==> config.mk <==
export PLATFORM = sky130hd
export DESIGN_NAME = cmp_trim_driver
export DESIGN_NICKNAME = d
export VERILOG_FILES = /design/src/rtl/cmp_cal_pkg.sv /design/src/rtl/therm_dec5.sv /design/src/rtl/cmp_trim_driver.sv
export SDC_FILE = /design/constraint.sdc
export NUM_CORES = 1
export LEC_CHECK = 0
export BUFFER_PORTS_ARGS = -buffer_cell sky130_fd_sc_hd__buf_2
export CAP_MARGIN = 10
export CORE_MARGIN = 4
export CORE_UTILIZATION = 50
export DETAILED_ROUTE_END_ITERATION = 10
export GPL_ROUTABILITY_DRIVEN = 0
export HOLD_SLACK_MARGIN = 0.06
export PLACE_DENSITY_LB_ADDON = 0.12
export RECOVER_POWER = 100
export SYNTH_ARGS = -nofsm -noshare
export SYNTH_HDL_FRONTEND = slang
export SYNTH_HIERARCHICAL = 1
export SYNTH_SLANG_ARGS = --single-unit
export TNS_END_PERCENT = 5
==> constraint.sdc <==
create_clock -name clk -period 4.1 [get_ports clk]
set_clock_uncertainty 0.2 [all_clocks]
set_input_delay 0.82 -clock clk [delete_from_list [all_inputs] [get_ports clk]]
set_output_delay 0.82 -clock clk [all_outputs]
set_load 0.02 [all_outputs]
==> src/rtl/cmp_cal_pkg.sv <==
// Shared widths, FSM encoding and the one-LSB stepping helper for the
// comparator trim driver.
package cmp_cal_pkg;

    localparam int TRIM_W  = 5;
    localparam int THERM_W = 31;
    localparam int CNT_W   = 8;

    typedef enum logic [1:0] {
        IDLE   = 2'd0,
        STEP   = 2'd1,
        SETTLE = 2'd2
    } state_t;

    // Moves a code one LSB toward its target; equal codes are returned as-is,
    // so the result can never leave the range spanned by cur and tgt.
    function automatic logic [TRIM_W-1:0] step_toward(input logic [TRIM_W-1:0] cur,
                                                      input logic [TRIM_W-1:0] tgt);
        if (cur < tgt) begin
            return cur + 5'd1;
        end else if (cur > tgt) begin
            return cur - 5'd1;
        end else begin
            return cur;
        end
    endfunction

endpackage

==> src/rtl/therm_dec5.sv <==
// Purely combinational 5-bit binary to 31-bit thermometer decoder:
// bit i is set when i is below the code.
module therm_dec5
    import cmp_cal_pkg::*;
(
    input  logic [TRIM_W-1:0]  i_code,
    output logic [THERM_W-1:0] o_therm
);

    always_comb begin
        o_therm = '0;
        for (int i = 0; i < THERM_W; i++) begin
            o_therm[i] = (i < int'(i_code));
        end
    end

endmodule

==> src/rtl/cmp_trim_driver.sv <==
// Comparator trim driver: walks the left/right trim codes one LSB at a time
// toward a loaded target, never letting both sides be nonzero at once.
module cmp_trim_driver
    import cmp_cal_pkg::*;
#(
    parameter int SETTLE_CYCLES = 4,
    parameter int STEP_CYCLES   = 1
) (
    input  logic               clk,
    input  logic               rst_n,
    input  logic               en,
    input  logic               load,
    input  logic [TRIM_W-1:0]  b_left,
    input  logic [TRIM_W-1:0]  b_right,
    output logic               ready,
    output logic               settled,
    output logic               fault,
    output logic [TRIM_W-1:0]  cur_left,
    output logic [TRIM_W-1:0]  cur_right,
    output logic [THERM_W-1:0] therm_left,
    output logic [THERM_W-1:0] therm_right,
    output logic [1:0]         dbg_state
);

    // Handshake: a load is accepted on a rising edge only when ready was high
    // in the cycle before it (IDLE and enabled); otherwise it is dropped.

    localparam logic [CNT_W-1:0] STEP_LAST   = CNT_W'(STEP_CYCLES - 1);
    localparam logic [CNT_W-1:0] SETTLE_LAST = CNT_W'(SETTLE_CYCLES - 1);

    state_t            r_state;
    logic [TRIM_W-1:0] r_tgt_left;
    logic [TRIM_W-1:0] r_tgt_right;
    logic [TRIM_W-1:0] r_cur_left;
    logic [TRIM_W-1:0] r_cur_right;
    logic [CNT_W-1:0]  r_cnt;
    logic              r_fault;
    logic              r_settled;

    state_t            w_state_nxt;
    logic [TRIM_W-1:0] w_tgt_left_nxt;
    logic [TRIM_W-1:0] w_tgt_right_nxt;
    logic [TRIM_W-1:0] w_cur_left_nxt;
    logic [TRIM_W-1:0] w_cur_right_nxt;
    logic [CNT_W-1:0]  w_cnt_nxt;
    logic              w_fault_nxt;
    logic              w_settled_nxt;
    logic [TRIM_W-1:0] w_step_left;
    logic [TRIM_W-1:0] w_step_right;
    logic              w_ready;

    assign w_ready = (r_state == IDLE) && en;

    // One-LSB move: the opposite side is drained to zero before the target
    // side is touched, which keeps the two codes mutually exclusive.
    always_comb begin
        w_step_left  = r_cur_left;
        w_step_right = r_cur_right;
        if (r_tgt_left != '0) begin
            if (r_cur_right != '0) begin
                w_step_right = r_cur_right - 5'd1;
            end else begin
                w_step_left = step_toward(r_cur_left, r_tgt_left);
            end
        end else begin
            if (r_cur_left != '0) begin
                w_step_left = r_cur_left - 5'd1;
            end else begin
                w_step_right = step_toward(r_cur_right, r_tgt_right);
            end
        end
    end

    always_comb begin
        w_state_nxt     = r_state;
        w_tgt_left_nxt  = r_tgt_left;
        w_tgt_right_nxt = r_tgt_right;
        w_cur_left_nxt  = r_cur_left;
        w_cur_right_nxt = r_cur_right;
        w_cnt_nxt       = r_cnt;
        w_fault_nxt     = r_fault;
        w_settled_nxt   = 1'b0;

        if (!en) begin
            w_state_nxt     = IDLE;
            w_tgt_left_nxt  = '0;
            w_tgt_right_nxt = '0;
            w_cur_left_nxt  = '0;
            w_cur_right_nxt = '0;
            w_cnt_nxt       = '0;
        end else begin
            case (r_state)
                IDLE: begin
                    if (load) begin
                        if ((b_left != '0) && (b_right != '0)) begin
                            w_fault_nxt = 1'b1;
                        end else begin
                            w_fault_nxt     = 1'b0;
                            w_tgt_left_nxt  = b_left;
                            w_tgt_right_nxt = b_right;
                            w_cnt_nxt       = '0;
                            if ((b_left == r_cur_left) && (b_right == r_cur_right)) begin
                                w_state_nxt = SETTLE;
                            end else begin
                                w_state_nxt = STEP;
                            end
                        end
                    end
                end
                STEP: begin
                    if (r_cnt == STEP_LAST) begin
                        w_cnt_nxt       = '0;
                        w_cur_left_nxt  = w_step_left;
                        w_cur_right_nxt = w_step_right;
                        if ((w_step_left == r_tgt_left) && (w_step_right == r_tgt_right)) begin
                            w_state_nxt = SETTLE;
                        end
                    end else begin
                        w_cnt_nxt = r_cnt + 8'd1;
                    end
                end
                SETTLE: begin
                    if (r_cnt == SETTLE_LAST) begin
                        w_cnt_nxt     = '0;
                        w_state_nxt   = IDLE;
                        w_settled_nxt = 1'b1;
                    end else begin
                        w_cnt_nxt = r_cnt + 8'd1;
                    end
                end
                default: begin
                    w_state_nxt = IDLE;
                    w_cnt_nxt   = '0;
                end
            endcase
        end
    end

    always_ff @(posedge clk or negedge rst_n) begin
        if (!rst_n) begin
            r_state     <= IDLE;
            r_tgt_left  <= '0;
            r_tgt_right <= '0;
            r_cur_left  <= '0;
            r_cur_right <= '0;
            r_cnt       <= '0;
            r_fault     <= 1'b0;
            r_settled   <= 1'b0;
        end else begin
            r_state     <= w_state_nxt;
            r_tgt_left  <= w_tgt_left_nxt;
            r_tgt_right <= w_tgt_right_nxt;
            r_cur_left  <= w_cur_left_nxt;
            r_cur_right <= w_cur_right_nxt;
            r_cnt       <= w_cnt_nxt;
            r_fault     <= w_fault_nxt;
            r_settled   <= w_settled_nxt;
        end
    end

    therm_dec5 u_therm_left (
        .i_code  (r_cur_left),
        .o_therm (therm_left)
    );

    therm_dec5 u_therm_right (
        .i_code  (r_cur_right),
        .o_therm (therm_right)
    );

    assign ready     = w_ready;
    assign settled   = r_settled;
    assign fault     = r_fault;
    assign cur_left  = r_cur_left;
    assign cur_right = r_cur_right;
    assign dbg_state = r_state;

endmodule

==> results_dict.tcl <==
set metrics [dict create \
    status "finished, violations left" \
    failed_checks "capacitance limit, slew limit" \
    dp_cells 641 \
    synthAdderAreaFrac_pct 6.66 \
    worst_pin_slew_ns 1.72 \
    crit_path_start_kind "flip-flop" \
    avgSynthCellArea_um2 7.60 \
    fin_crit_ns 3.76 \
    drt-vias-per-instance 6.24 \
    grt_overflow_total 0 \
    timing.rr.end "dbg_state[0]" \
    cts_resized 0 \
    grt_max_degree 34 \
    worstRegToRegCells 11 \
    synth-simple-area-share_pct 29.5 \
    r2r_slack_ns 0.34 \
    drive_gt1_share_pct 10.7 \
    wl_per_cell_um 16.9 \
    fin_crit_sh_pct 91.6 \
    relSlewSlack_pct -14.5 \
    cts_tree "built" \
    drc_errors 0 \
    portBuffers 90 \
    yosys_warnings 6 \
    crit_type "reg -> reg" \
    ys_types 71 \
    synth_edf_count 0 \
    worst_path_largest_cell_delay_ns 0.55 \
    drt_iter0_drc 394 \
    finalWirelength_um 11000 \
    clock_path_buffers 2 \
    p_per_area_nw_per_um2 517 \
    hp-start "r_cnt[7]" \
    cts_buffers 5 \
    die-area_um2 8560 \
    fp.dieH_um 92.5 \
    finalCoreUtilization_pct 59.1 \
    leakage_uw 0.00175 \
    rows 30 \
    num_vias 4052 \
    synthesis.area_um2 3570 \
    cp-end-kind "flip-flop" \
    cp.required_ns 4.12 \
    yosysTopAreaCellShare_pct 22.4 \
    max-vdd-ir-drop_v 0.000381 \
    fillers 704 \
    final_area_um2 4060 \
    synthMuxAreaShare_pct 0.596 \
    synth_xor_area_share_pct 4.42 \
    htreeDepth 2 \
    clk_pin_slew_ns 0.07 \
    reg2reg_from "cur_left[1]" \
    synth_area_leaders "dfrtp_1 22%, ha_1 6.7%, nand2_1 5.8%" \
    first_pass_iters 5 \
    final_cells 649 \
    crit_fanout 7 \
    synth_seq_cells 32 \
    grt_usage_pct 24.6 \
    arrival_ns 3.78 \
    synth_compound_area_share_pct 29.9 \
    synth_top_family_by_area "compound AO/OA/AOI/OAI gates" \
    finalSetupViolations 0 \
    root_buffer "clkbuf_8" \
    cap_violations 1 \
    yosys.area.top_type "dfrtp_1" \
    grt_pass1_wl_um 17400 \
    clk_latency_ns 0.29 \
    fin_tns_setup_ns 0 \
    die_width_um 92.5 \
    min_to "r_cnt[7]" \
    antenna_found_initial 0 \
    dpl_cell_area_um2 4090 \
    hold_viol_final 0 \
    holdBufCountCts 0 \
    cts_setup_buffers 0 \
    num_antenna_cells 0 \
    hold_depth 1 \
    rsz0062_at_grt "no" \
    syn-num-nets 503 \
    hpwl_um 8160 \
    seq_area_frac_synth_pct 22.4 \
    coreArea_um2 6870 \
    cp_cell_sequence "inv_1 -> ha_1 -> nor4b_2 -> nand3_1 -> nor4_1 -> nand2_1 -> and4_1 -> nor3_1 -> nand4_1 -> a211oi_1 -> a31o_1" \
    cts_sinks 32 \
    clock.fmax_ghz 0.266 \
    grt_pass1_vias 3557 \
    postRouteAntennaNets 0 \
    synthFlopType "dfrtp_1" \
    async_flop_share_pct 100 \
    nNetsFinal 585 \
    start_util_pct 52.0 \
    syn2layout_area_growth_pct 13.8 \
    num_io_pins 91 \
    drv_slew 33 \
    syn_inst 470 \
    hp-class "reg -> reg" \
    crit_slowest_cell "nor4_1" \
]
==> per-layer routing <==
metal  global-route usage (%)  share of wire (%)  vias to the layer above
li1                         -                  -                     1916
met1                     34.1                 44                     1881
met2                     38.8                 45                      223
met3                     3.74                8.5                       32
met4                     8.91                2.4                        0
met5                        0                  0                        -
==> flip-flops by register name (all words and copies together) (netlist names) <==
signal	count
fault	1
cur_right	5
cur_left	5
r_tgt_left	5
settled	1
r_tgt_right	5
dbg_state	2
r_cnt	8
==> report_power, final <==
| group | total, uW | internal, uW | leakage, uW | switching (uW) |
|---|---|---|---|---|
| registers | 379 | 344 | 0.000439 | 35.4 |
| logic | 1460 | 521 | 0.00127 | 943 |
| clock network | 257 | 136 | 0.0000445 | 121 |
==> cell type report <==
class	count	area [um2]	share of cell area, %
Tap cell	96	120	2.96
Clock buffer	7	86.3	2.13
Timing Repair Buffer	101	428	10.5
Sequential cell	32	801	19.7
Clock inverter	1	7.51	0.185
Multi-Input combinational cell	386	2520	62.1
Inverter	26	97.6	2.40
==> cell usage in the layout (no fill, tap or decap), types with 5 or more instances in the layout <==
cell	n
or3_1	7
o211ai_1	8
clkbuf_1	73
or4_1	5
ha_1	19
dfrtp_1	32
and3_1	12
nand3_1	12
clkbuf_8	6
nand4_1	7
nor3_1	7
xnor2_1	16
a22o_1	12
a21oi_1	26
inv_1	25
buf_4	5
a211oi_1	5
a31oi_1	10
nor2_1	39
o21ai_0	35
and4_1	6
o21a_1	8
nor4_1	7
nand2b_1	11
o2111ai_1	6
nand2_1	55
buf_2	24
==> metrics by stage <==
step	total power, uW	hold WS, ns	worst slack, ns
global placement	1830	0.277	0.623
global route	2260	0.333	0.130
detailed placement	1850	0.283	0.513
floorplan	1480	0.249	0.913
CTS	2110	0.300	0.462
finish	2100	0.303	0.343
==> how the worst max path moves through the flow <==
stage	slack [ns]	depth (start not counted)	endpoint	from
after floorplan	0.91	12	dbg_state[0]	cur_left[0]
after global placement	0.62	11	dbg_state[0]	cur_left[1]
after detailed placement	0.51	11	dbg_state[0]	cur_left[1]
after CTS	0.46	11	dbg_state[0]	cur_left[1]
after global routing	0.13	11	dbg_state[0]	cur_left[1]
final	0.34	11	dbg_state[0]	cur_left[1]
==> logic make-up after synthesis <==
| group | after synthesis |
|---|---|
| flops | 32 |
| xor+xnor | 18 |
| compound gates | 154 |
| buf+inv | 52 |
| mux | 2 |
| fa+ha+maj | 19 |
| simple gates | 193 |
==> synth_stat cells, types with 3 or more instances <==
| library cell | instances |
|---|---|
| nor3_1 | 7 |
| or4_1 | 5 |
| nand3_1 | 12 |
| nand2b_1 | 11 |
| a31oi_1 | 10 |
| dfrtp_1 | 32 |
| o31ai_1 | 4 |
| a2111oi_0 | 3 |
| a21o_1 | 3 |
| ha_1 | 19 |
| nand2_1 | 55 |
| a211oi_1 | 5 |
| a21boi_0 | 4 |
| a21oi_1 | 26 |
| xnor2_1 | 16 |
| and4_1 | 6 |
| nor2_1 | 39 |
| o22ai_1 | 4 |
| o2111ai_1 | 6 |
| or3_1 | 7 |
| nor2b_1 | 4 |
| nand4_1 | 7 |
| o21ai_0 | 34 |
| nor4_1 | 7 |
| clkbuf_1 | 8 |
| o211ai_1 | 8 |
| buf_2 | 13 |
| inv_1 | 25 |
| o21a_1 | 8 |
| a22o_1 | 12 |
| and3_1 | 12 |
| nor3b_1 | 3 |
==> critical path, delay by kind of cell (launching register included) <==
| family | cells | cell delay, ns |
|---|---|---|
| compound gates | 2 | 0.46 |
| flops | 1 | 0.37 |
| simple gates | 7 | 2.28 |
| fa+ha+maj | 1 | 0.28 |
| buf+inv | 1 | 0.10 |
(Power assumes the default switching activity.)
